`src/rtl/bcd_seq_addsub_pkg.sv`:
```
// Shared definitions for the sequential BCD adder/subtractor.
// Holds the FSM state encoding and the BCD digit constants.
// Imported by bcd_seq_addsub and bcd_digit_add.
package bcd_seq_addsub_pkg;

   typedef enum logic [1:0] {
      ST_IDLE = 2'd0,
      ST_RUN  = 2'd1,
      ST_DONE = 2'd2
   } state_t;

   // Largest legal BCD digit; also the base of the nine's complement
   localparam logic [3:0] BCD_MAX = 4'd9;
   // Correction added to a binary digit sum that overflowed past 9
   localparam logic [3:0] BCD_ADJ = 4'd6;

endpackage

```
`src/rtl/bcd_seq_addsub_digit_add.sv`:
```
// Single BCD digit add with optional nine's-complement of b (subtract).
// Latency: combinational, zero cycles.
// Backpressure: none; pure function of its inputs.
module bcd_digit_add
   import bcd_seq_addsub_pkg::*;
(
   input  logic [3:0] a,
   input  logic [3:0] b,
   input  logic       cin,
   input  logic       sub,
   output logic [3:0] digit,
   output logic       cout
);

   logic [3:0] w_b_eff;
   logic [4:0] w_sum;

   // Select b or its nine's complement, form the 5-bit binary sum, then
   // apply the +6 decimal correction when the sum leaves the 0..9 range.
   // An illegal b (>9) wraps in the complement; the result is then
   // meaningless but well defined, which is all the caller relies on.
   always_comb begin
      w_b_eff = sub ? (BCD_MAX - b) : b;
      w_sum   = {1'b0, a} + {1'b0, w_b_eff} + {4'b0000, cin};
      if (w_sum > {1'b0, BCD_MAX}) begin
         digit = w_sum[3:0] + BCD_ADJ;
         cout  = 1'b1;
      end else begin
         digit = w_sum[3:0];
         cout  = 1'b0;
      end
   end

endmodule

```
`src/rtl/bcd_seq_addsub.sv`:
```
// N-digit BCD add/subtract, one digit per clock, LSD first; optional invalid-digit check under BCD_DIGIT_CHECK_EN.
// Latency: start accepted at edge 0, done pulses in the cycle after edge DIGITS (DIGITS+1 cycles).
// Backpressure: none queued; start is only sampled in IDLE and ignored while busy or done.
module bcd_seq_addsub
   import bcd_seq_addsub_pkg::*;
#(
   parameter int DIGITS = 4,
   parameter int IDX_W  = 3
)
(
   input  logic                  clk,
   input  logic                  reset,
   input  logic                  start,
   input  logic                  op_sub,
   input  logic [4*DIGITS-1:0]   A,
   input  logic [4*DIGITS-1:0]   B,
   input  logic                  CI,
   output logic                  busy,
   output logic                  done,
   output logic [4*DIGITS-1:0]   RESULT,
   output logic                  CO,
   output logic                  ERR
);

   localparam logic [IDX_W-1:0] LAST_IDX = IDX_W'(DIGITS - 1);

   state_t              r_state;
   state_t              w_state_nxt;

   logic [4*DIGITS-1:0] r_a;
   logic [4*DIGITS-1:0] r_b;
   logic                r_sub;
   logic                r_carry;
   logic [IDX_W-1:0]    r_idx;
   logic [4*DIGITS-1:0] r_result;
   logic                r_co;

   logic                w_accept;
   logic                w_run;
   logic                w_last;
   logic [3:0]          w_a_dig;
   logic [3:0]          w_b_dig;
   logic [3:0]          w_digit;
   logic                w_cout;

   // Current operand digits, picked from the latched operands by index
   assign w_a_dig = r_a[r_idx*4 +: 4];
   assign w_b_dig = r_b[r_idx*4 +: 4];
   assign w_last  = (r_idx == LAST_IDX);

   bcd_digit_add u_digit (
      .a     (w_a_dig),
      .b     (w_b_dig),
      .cin   (r_carry),
      .sub   (r_sub),
      .digit (w_digit),
      .cout  (w_cout)
   );

   // State register; reset aborts any operation in flight
   always_ff @(posedge clk) begin
      if (reset) r_state <= ST_IDLE;
      else       r_state <= w_state_nxt;
   end

   // Next-state: IDLE waits for start, RUN walks the digits, DONE lasts one cycle
   always_comb begin
      w_state_nxt = r_state;
      case (r_state)
         ST_IDLE: if (start)  w_state_nxt = ST_RUN;
         ST_RUN:  if (w_last) w_state_nxt = ST_DONE;
         ST_DONE: w_state_nxt = ST_IDLE;
         default: w_state_nxt = ST_IDLE;
      endcase
   end

   // Outputs and datapath enables decoded from the current state
   always_comb begin
      busy     = 1'b0;
      done     = 1'b0;
      w_accept = 1'b0;
      w_run    = 1'b0;
      case (r_state)
         ST_IDLE: w_accept = start;
         ST_RUN: begin
            busy  = 1'b1;
            w_run = 1'b1;
         end
         ST_DONE: done = 1'b1;
         default: ;
      endcase
   end

   // Operand latch on accept, then one digit written and carry chained per RUN cycle.
   // Subtract seeds the carry with 1 to turn the nine's complement into ten's.
   always_ff @(posedge clk) begin
      if (reset) begin
         r_a      <= '0;
         r_b      <= '0;
         r_sub    <= 1'b0;
         r_carry  <= 1'b0;
         r_idx    <= '0;
         r_result <= '0;
         r_co     <= 1'b0;
      end else if (w_accept) begin
         r_a      <= A;
         r_b      <= B;
         r_sub    <= op_sub;
         r_carry  <= op_sub ? 1'b1 : CI;
         r_idx    <= '0;
         r_result <= '0;
         r_co     <= 1'b0;
      end else if (w_run) begin
         r_result[r_idx*4 +: 4] <= w_digit;
         r_carry                <= w_cout;
         r_idx                  <= r_idx + 1'b1;
         if (w_last) r_co <= w_cout;
      end
   end

   assign RESULT = r_result;
   assign CO     = r_co;

`ifdef BCD_DIGIT_CHECK_EN
   logic r_err;

   // Sticky flag for any non-BCD operand digit seen during this operation
   always_ff @(posedge clk) begin
      if (reset)         r_err <= 1'b0;
      else if (w_accept) r_err <= 1'b0;
      else if (w_run && ((w_a_dig > BCD_MAX) || (w_b_dig > BCD_MAX)))
                         r_err <= 1'b1;
   end

   assign ERR = r_err;
`else
   assign ERR = 1'b0;
`endif

endmodule

```
`config.mk`:
```
export PLATFORM = sky130hd
export DESIGN_NAME = bcd_seq_addsub
export DESIGN_NICKNAME = d
export VERILOG_FILES = /design/src/rtl/bcd_seq_addsub_pkg.sv /design/src/rtl/bcd_seq_addsub_digit_add.sv /design/src/rtl/bcd_seq_addsub.sv
export SDC_FILE = /design/constraint.sdc
export NUM_CORES = 1
export LEC_CHECK = 0
export ABC_AREA = 1
export CAP_MARGIN = 20
export CORE_ASPECT_RATIO = 1.4
export CORE_MARGIN = 10
export CORE_UTILIZATION = 47
export CTS_CLUSTER_DIAMETER = 150
export DETAILED_ROUTE_END_ITERATION = 7
export PLACE_DENSITY = 0.76
export SLEW_MARGIN = 20
export SYNTH_ARGS = -nofsm -noshare
export SYNTH_HDL_FRONTEND = slang
export SYNTH_HIERARCHICAL = 1
export SYNTH_SLANG_ARGS = --single-unit
```
`constraint.sdc`:
```
create_clock -name clk -period 3 [get_ports clk]
set_input_delay 0.45 -clock clk [delete_from_list [all_inputs] [get_ports clk]]
set_output_delay 0.45 -clock clk [all_outputs]
set_load 0.01 [all_outputs]
```
## Word level (Yosys, flattened, before mapping)

Index checks and enable logic that the tools add are counted.

- Add/sub/neg operators: 6
- Multiply operators: 0
- Divide/modulo/power cells: 0
- Magnitude comparators: 1
- Equal/unequal tests: 5
- Shifts and indexed selects: 4
- Mux-type cells: 13
- Bitwise gates (word level): 0
- Reduce and logical (&&, ||, !) cells: 5

Operators with widths:

| operator | count |
|---|---|
| $neg 5->34 | 1 |
| $shift 4x34->16 const A | 1 |
| $shiftx 4x34->16 | 1 |
| $shiftx 16x6->4 | 2 |
| $bwmux 16 | 1 |
| $mux 4 | 2 |
| $mux 1 | 7 |
| $add 4x4->5 | 1 |
| $add 5x1->5 | 1 |
| $gt 5x4->1 const B | 1 |
| $add 4x3->4 const B | 1 |
| $mux 2 | 2 |
| $ne 2x2->1 const B | 2 |
| $pmux 2 s2 | 1 |
| $reduce_and 2->1 | 2 |
| $sub 4x4->4 const A | 1 |
| $add 3x1->3 const B | 1 |
| $eq 3x2->1 const B | 1 |
| $eq 2x1->1 const B | 1 |
| $eq 2x2->1 const B | 1 |
| $logic_not 2->1 | 1 |
| $reduce_bool 2->1 | 1 |
| $reduce_or 2->1 | 1 |

- Register bits after elaboration: 56
- Bits in latches: 0
- Bits in writable memories: 0
- Memory bits (read-only): 0
- Input port bits: 37
- Output and inout port bits: 20
- Memories kept: 0

## Depth between registers and ports, before layout

Gate-level depths: netlist of run 1.

- Depth after elaboration: 9
- Depth in mapped cells: 26
- Mapped depth without buffers: 25

## By module

Netlist of run 1, hierarchy kept.

Modules (own cells, without submodules):

| module | times used | cells an instance | area an instance (um^2) |
|---|---|---|---|
| bcd_seq_addsub | 1 | 370 | 2552.4 |
| bcd_digit_add | 1 | 60 | 366.6 |

## Least setup slack after synthesis of run 1

No wires, ideal clock.

- Path kind: register to register
- From: register r_idx[0]
- To: register r_result[13] (netlist: RESULT[13])
- Library setup time: 0.116 ns
- Arrival time: 3.010 ns
- Required time: 2.884 ns
- Setup slack: -0.126 ns
- Stages on the path, launching flop included: 26
- Buffers on the path: 1
- Clock period less this slack: 3.126 ns
- Cells stage by stage: dfxtp_1 buf_2 nor2_1 nor2_1 o21ai_0 a21oi_1 inv_1 ha_1 nand2_1 o21ai_0 ha_1 inv_1 nand2_1 nand2_1 inv_1 ha_1 inv_1 nand2_2 inv_2 nand2_4 nand3_1 nand2_1 nand2_1 inv_1 o21ai_0 nor2_1

- Longest elaborated chain between the ends: 9
- Elaborated cells between the ends (all ways): 13
- Classes of those cells: add/sub: 5; order compare: 1; shift: 4; mux: 3

RTL lines:

| item | line | RTL |
|---|---|---|
| start: declaration | bcd_seq_addsub.sv:34 | `logic [IDX_W-1:0] r_idx;` |
| start signal: assignment | bcd_seq_addsub.sv:116 | `r_idx <= r_idx + 1'b1;` |
| $shiftx 16x6->4 * | bcd_seq_addsub.sv:48 | `assign w_b_dig = r_b[r_idx*4 +: 4];` |
| named net w_b_dig[1] | bcd_seq_addsub.sv:42 | `logic [3:0] w_b_dig;` |
| $sub 4x4->4 | bcd_seq_addsub_digit_add.sv:23 | `w_b_eff = sub ? (BCD_MAX - b) : b;` |
| $mux 4 * | bcd_seq_addsub_digit_add.sv:23 |  |
| $add 4x4->5 * | bcd_seq_addsub_digit_add.sv:24 | `w_sum = {1'b0, a} + {1'b0, w_b_eff} + {4'b0000, cin};` |
| $add 5x1->5 * | bcd_seq_addsub_digit_add.sv:24 |  |
| $add 4x3->4 / $gt 5x4->1 (equally long branches) | bcd_seq_addsub_digit_add.sv:26, bcd_seq_addsub_digit_add.sv:25 |  |
| $mux 4 * | bcd_seq_addsub_digit_add.sv:25 | `if (w_sum > {1'b0, BCD_MAX}) begin` |
| named net w_digit[1] | bcd_seq_addsub.sv:43 | `logic [3:0] w_digit;` |
| $shiftx 4x34->16 * | bcd_seq_addsub.sv:114 | `r_result[r_idx*4 +: 4] <= w_digit;` |
| $bwmux 16 * | bcd_seq_addsub.sv:114 |  |
| end signal: indexed assignment | bcd_seq_addsub.sv:114 |  |
| end: declaration | bcd_seq_addsub.sv:35 | `logic [4*DIGITS-1:0] r_result;` |

The timed path passes the listed nets; every way through them passes the cells marked *.
A chain may end at the register's enable or synchronous reset.

## Worst setup path in the final report of run 1

- From: register r_idx[0]
- To: register r_result[11] (netlist: RESULT[11])

Same word-level chain as after synthesis.

==> results of run 1 <==
metal layers:
metal	global-route usage, %	vias to the layer above	wire length, um
li1	-	1509	-
met1	14.6	1318	2860
met2	27.1	81	4010
met3	3.95	20	399
met4	6.61	0	248
met5	0	-	0
worst max path at each step:
stage / start / end
after floorplan: r_idx[0] / RESULT[13]
after global placement: r_idx[0] / RESULT[5]
after detailed placement: r_idx[0] / RESULT[15]
after CTS: r_idx[0] / RESULT[7]
after global routing: r_idx[0] / RESULT[11]
final: r_idx[0] / RESULT[11]
worst max-delay path: cells and delay by family (launching register included):
family | cells | cell delay, ns
AOI/OAI and AO/OA | 4 | 0.45
adders and majority gates | 2 | 0.62
buffers and inverters | 3 | 0.38
and+or+nand+nor | 13 | 1.11
DFF | 1 | 0.41
power groups by stage:
stage	combinational [mW]	clock, mW	sequential [mW]
after floorplan	0.482	0	0.828
after global placement	0.692	0	0.836
after detailed placement	0.705	0	0.837
after CTS	0.816	0.531	0.818
after global routing	1.08	0.562	0.825
final	0.996	0.525	0.819
cells by family (layout without fill, tap and decap cells):
logic type / after synthesis / count (layout) / share of synthesized area [%]
buf+inv: 53 / 132 / 8.02
flops: 56 / 56 / 38.4
fa+ha+maj: 11 / 11 / 5.23
compound gates: 76 / 76 / 13.5
xor+xnor: 2 / 2 / 0.600
other cells: 1 / 1 / 0.128
simple gates: 231 / 231 / 34.2
sequential cells by signal, summed over array words and instances (netlist names):
name and cells:
r_a 16, RESULT 16, r_b 16, r_carry 1
CO 1, r_state 2, r_sub 1, r_idx 3
cells in the mapped netlist (3+ instances only):
library cell,n
dfxtp_1,56
nor2_4,3
inv_1,27
clkbuf_1,7
ha_1,9
buf_6,3
inv_2,7
nand2_2,8
nand3_2,3
a21oi_1,13
nand2_1,45
nor2_1,145
nand3_1,19
o21ai_0,58
buf_2,7
final cells by class:
| cell class | count | area, um^2 |
|---|---|---|
| flip-flops and latches | 56 | 1130 |
| inverters | 35 | 139 |
| clock buffers | 6 | 82.6 |
| clock inverters | 2 | 38.8 |
| repair buffers | 89 | 821 |
| multi-input cells | 321 | 1750 |
| fillers | 534 | 1900 |
| well taps | 70 | 87.6 |
through the flow:
step,worst slack [ns],TNS [ns]
after detailed placement,-0.201,-2.01
after CTS,-0.0139,-0.0236
final,-0.0485,-0.229
after floorplan,0.0194,0
after global placement,-0.154,-1.20
after global routing,-0.284,-3.20
timing repair:
item                       CTS  global route
setup endpoints to repair   14            14
resized for setup           32            42
pin swaps                   23            45
setup buffers               10             5
cell usage in the layout, fill, tap and decap left out, types with 2 or more instances in the layout:
master and instances:
a21oi_1 8, nor2_2 4, inv_1 22, fa_2 2
o21ai_0 46, clkbuf_8 6, nor2_4 3, buf_4 30
buf_6 4, nand3_1 11, nand2_2 16, nand3_4 2
nand2_1 31, inv_2 11, nor3_2 2, ha_1 8
a21oi_4 2, nand2_4 8, nor2_1 141, clkdlybuf4s50_1 55
o21ai_1 12, a21oi_2 5, nand3_2 10, dfxtp_1 54
==> qor.yml, run 1 <==
via_count: 2928
ys_warn_count: 6
hold_start: "RESULT[6]"
timing.hold.ws_ns: 0.481
finalHoldViolCount: 0
row_count: 33
crit_slowest_cell: "dfxtp_4"
p_sw_mw: 0.847
critPathMostFrequentCell: "nor2_1"
synth.area.top_cells: "dfxtp_1, nor2_1, o21ai_0"
layout.cells.non_filler: 579
switching_share_pct: 36.2
grt_overflow_total: 0
viasPerCell: 5.06
numCtsBuffers: 5
drtPass1Iterations: 4
post-route-period-util_pct: 102
cts_tree: "yes"
peakVddDrop_v: 0.000267
start_kind: "flop"
rr_endpoint: "RESULT[11]"
grt_pass1_vias: 2913
initial_core_util_pct: 49.1
final_cell_area_um2: 4050
synth-edff-count: 0
max_freq_mhz: 328
min_period_ns: 3.05
clockBufferDepth: 2
drt-total-wl_mm: 7.52
portBuffers: 55
path_max_fanout: 6
r2r_slack_ns: -0.05
place.gp.congestion: 0.849
grt_setup_unrepaired: "true"
cts.sinks: 56
dpl_cell_area_um2: 3620
synth-seq-cells: 56
seqPwrFrac_pct: 35.0
post_drt_wl_per_cell_um: 13.0
hold_path_depth: 2
async_flop_share_pct: 0
crit_type: "flop to flop"
violations: "setup timing"
path_cells: "buf_6 -> nor2_1 -> nor2_1 -> o21ai_1 -> a21oi_1 -> inv_1 -> ha_1 -> nand2_1 -> o21ai_1 -> ha_1 -> buf_4 -> a21oi_2 -> nand3_1 -> nand2_4 -> nand2_4 -> nand2_4 -> nand2_2 -> nand2_4 -> nand3_1 -> nor2_1 -> nor2_1 -> nor2_1"
dp_hpwl_mm: 5.55
grt.total_usage_pct: 14.7
synthToLayoutAreaGrowth_pct: 38.7
yosysTopAreaCell: "dfxtp_1"
io_pins: 57
p_int_mw: 1.49
combPwrFrac_pct: 42.6
antenna_found_initial: 0
drc: 0
drive_above_1_share_pct: 22.4
outcome: "finished with violations"
max_slew_margin_pct: 64.2
synth_cells: 430
design.core.area_um2: 5950
holdPathEnd: "RESULT[6]"
yosysTopAreaCellShare_pct: 38.4
n_antenna_cell: 0
ys.flop_type: "dfxtp_1"
critPathArrivalTime_ns: 3.30
clk_pin_slew_ns: 0.10
final_core_util_pct: 68.1
syn_nets: 478
clock_latency_ns: 0.31
clock_skew_ns: 0.00640
ys_types: 30
rr_startpoint: "r_idx[0]"
worst_slack_ns: -0.0485
holdCritPathClass: "flop to flop"
end_kind: "flop"
netlist_area_um2: 2920
grt_max_degree: 35
drv_slew: 0
reg2reg_depth: 22
die_y_um: 113
leakagePower_nw: 1.70
htree_levels: 2
syn_avg_cell_area_um2: 6.79
postRouteAntennaNets: 0
die_area_um2: 9810
crit_required_ns: 3.25
worst_slew_pin_slew_ns: 0.536
maxCapViolCount: 0
hold_buffers: 0
drtIter0Drc: 109
dp.cells: 559
totalPowerFinal_mw: 2.34
die_w_um: 86.6
p_per_area_nw_per_um2: 578
final_nets: 556
clkPwrFrac_pct: 22.4
grt_pass1_wl_mm: 12.2
critPathMaxStageDelay_ns: 0.41
synth_seq_area_share_pct: 38.4
cts-root-buf: "clkbuf_8"
setup_viol: 8
Power figures use the tool's default switching activity.
==> inputs of run 2 (changes only) <==
--- a/config.mk
+++ b/config.mk
@@ -11,6 +11,7 @@
 export CORE_MARGIN = 10
 export CORE_UTILIZATION = 47
 export CTS_CLUSTER_DIAMETER = 150
+export CTS_CLUSTER_SIZE = 10
 export DETAILED_ROUTE_END_ITERATION = 7
 export PLACE_DENSITY = 0.76
 export SLEW_MARGIN = 20
==> results of run 2 <==
The final DEF is identical to that of run 1; final timing and power are the same.
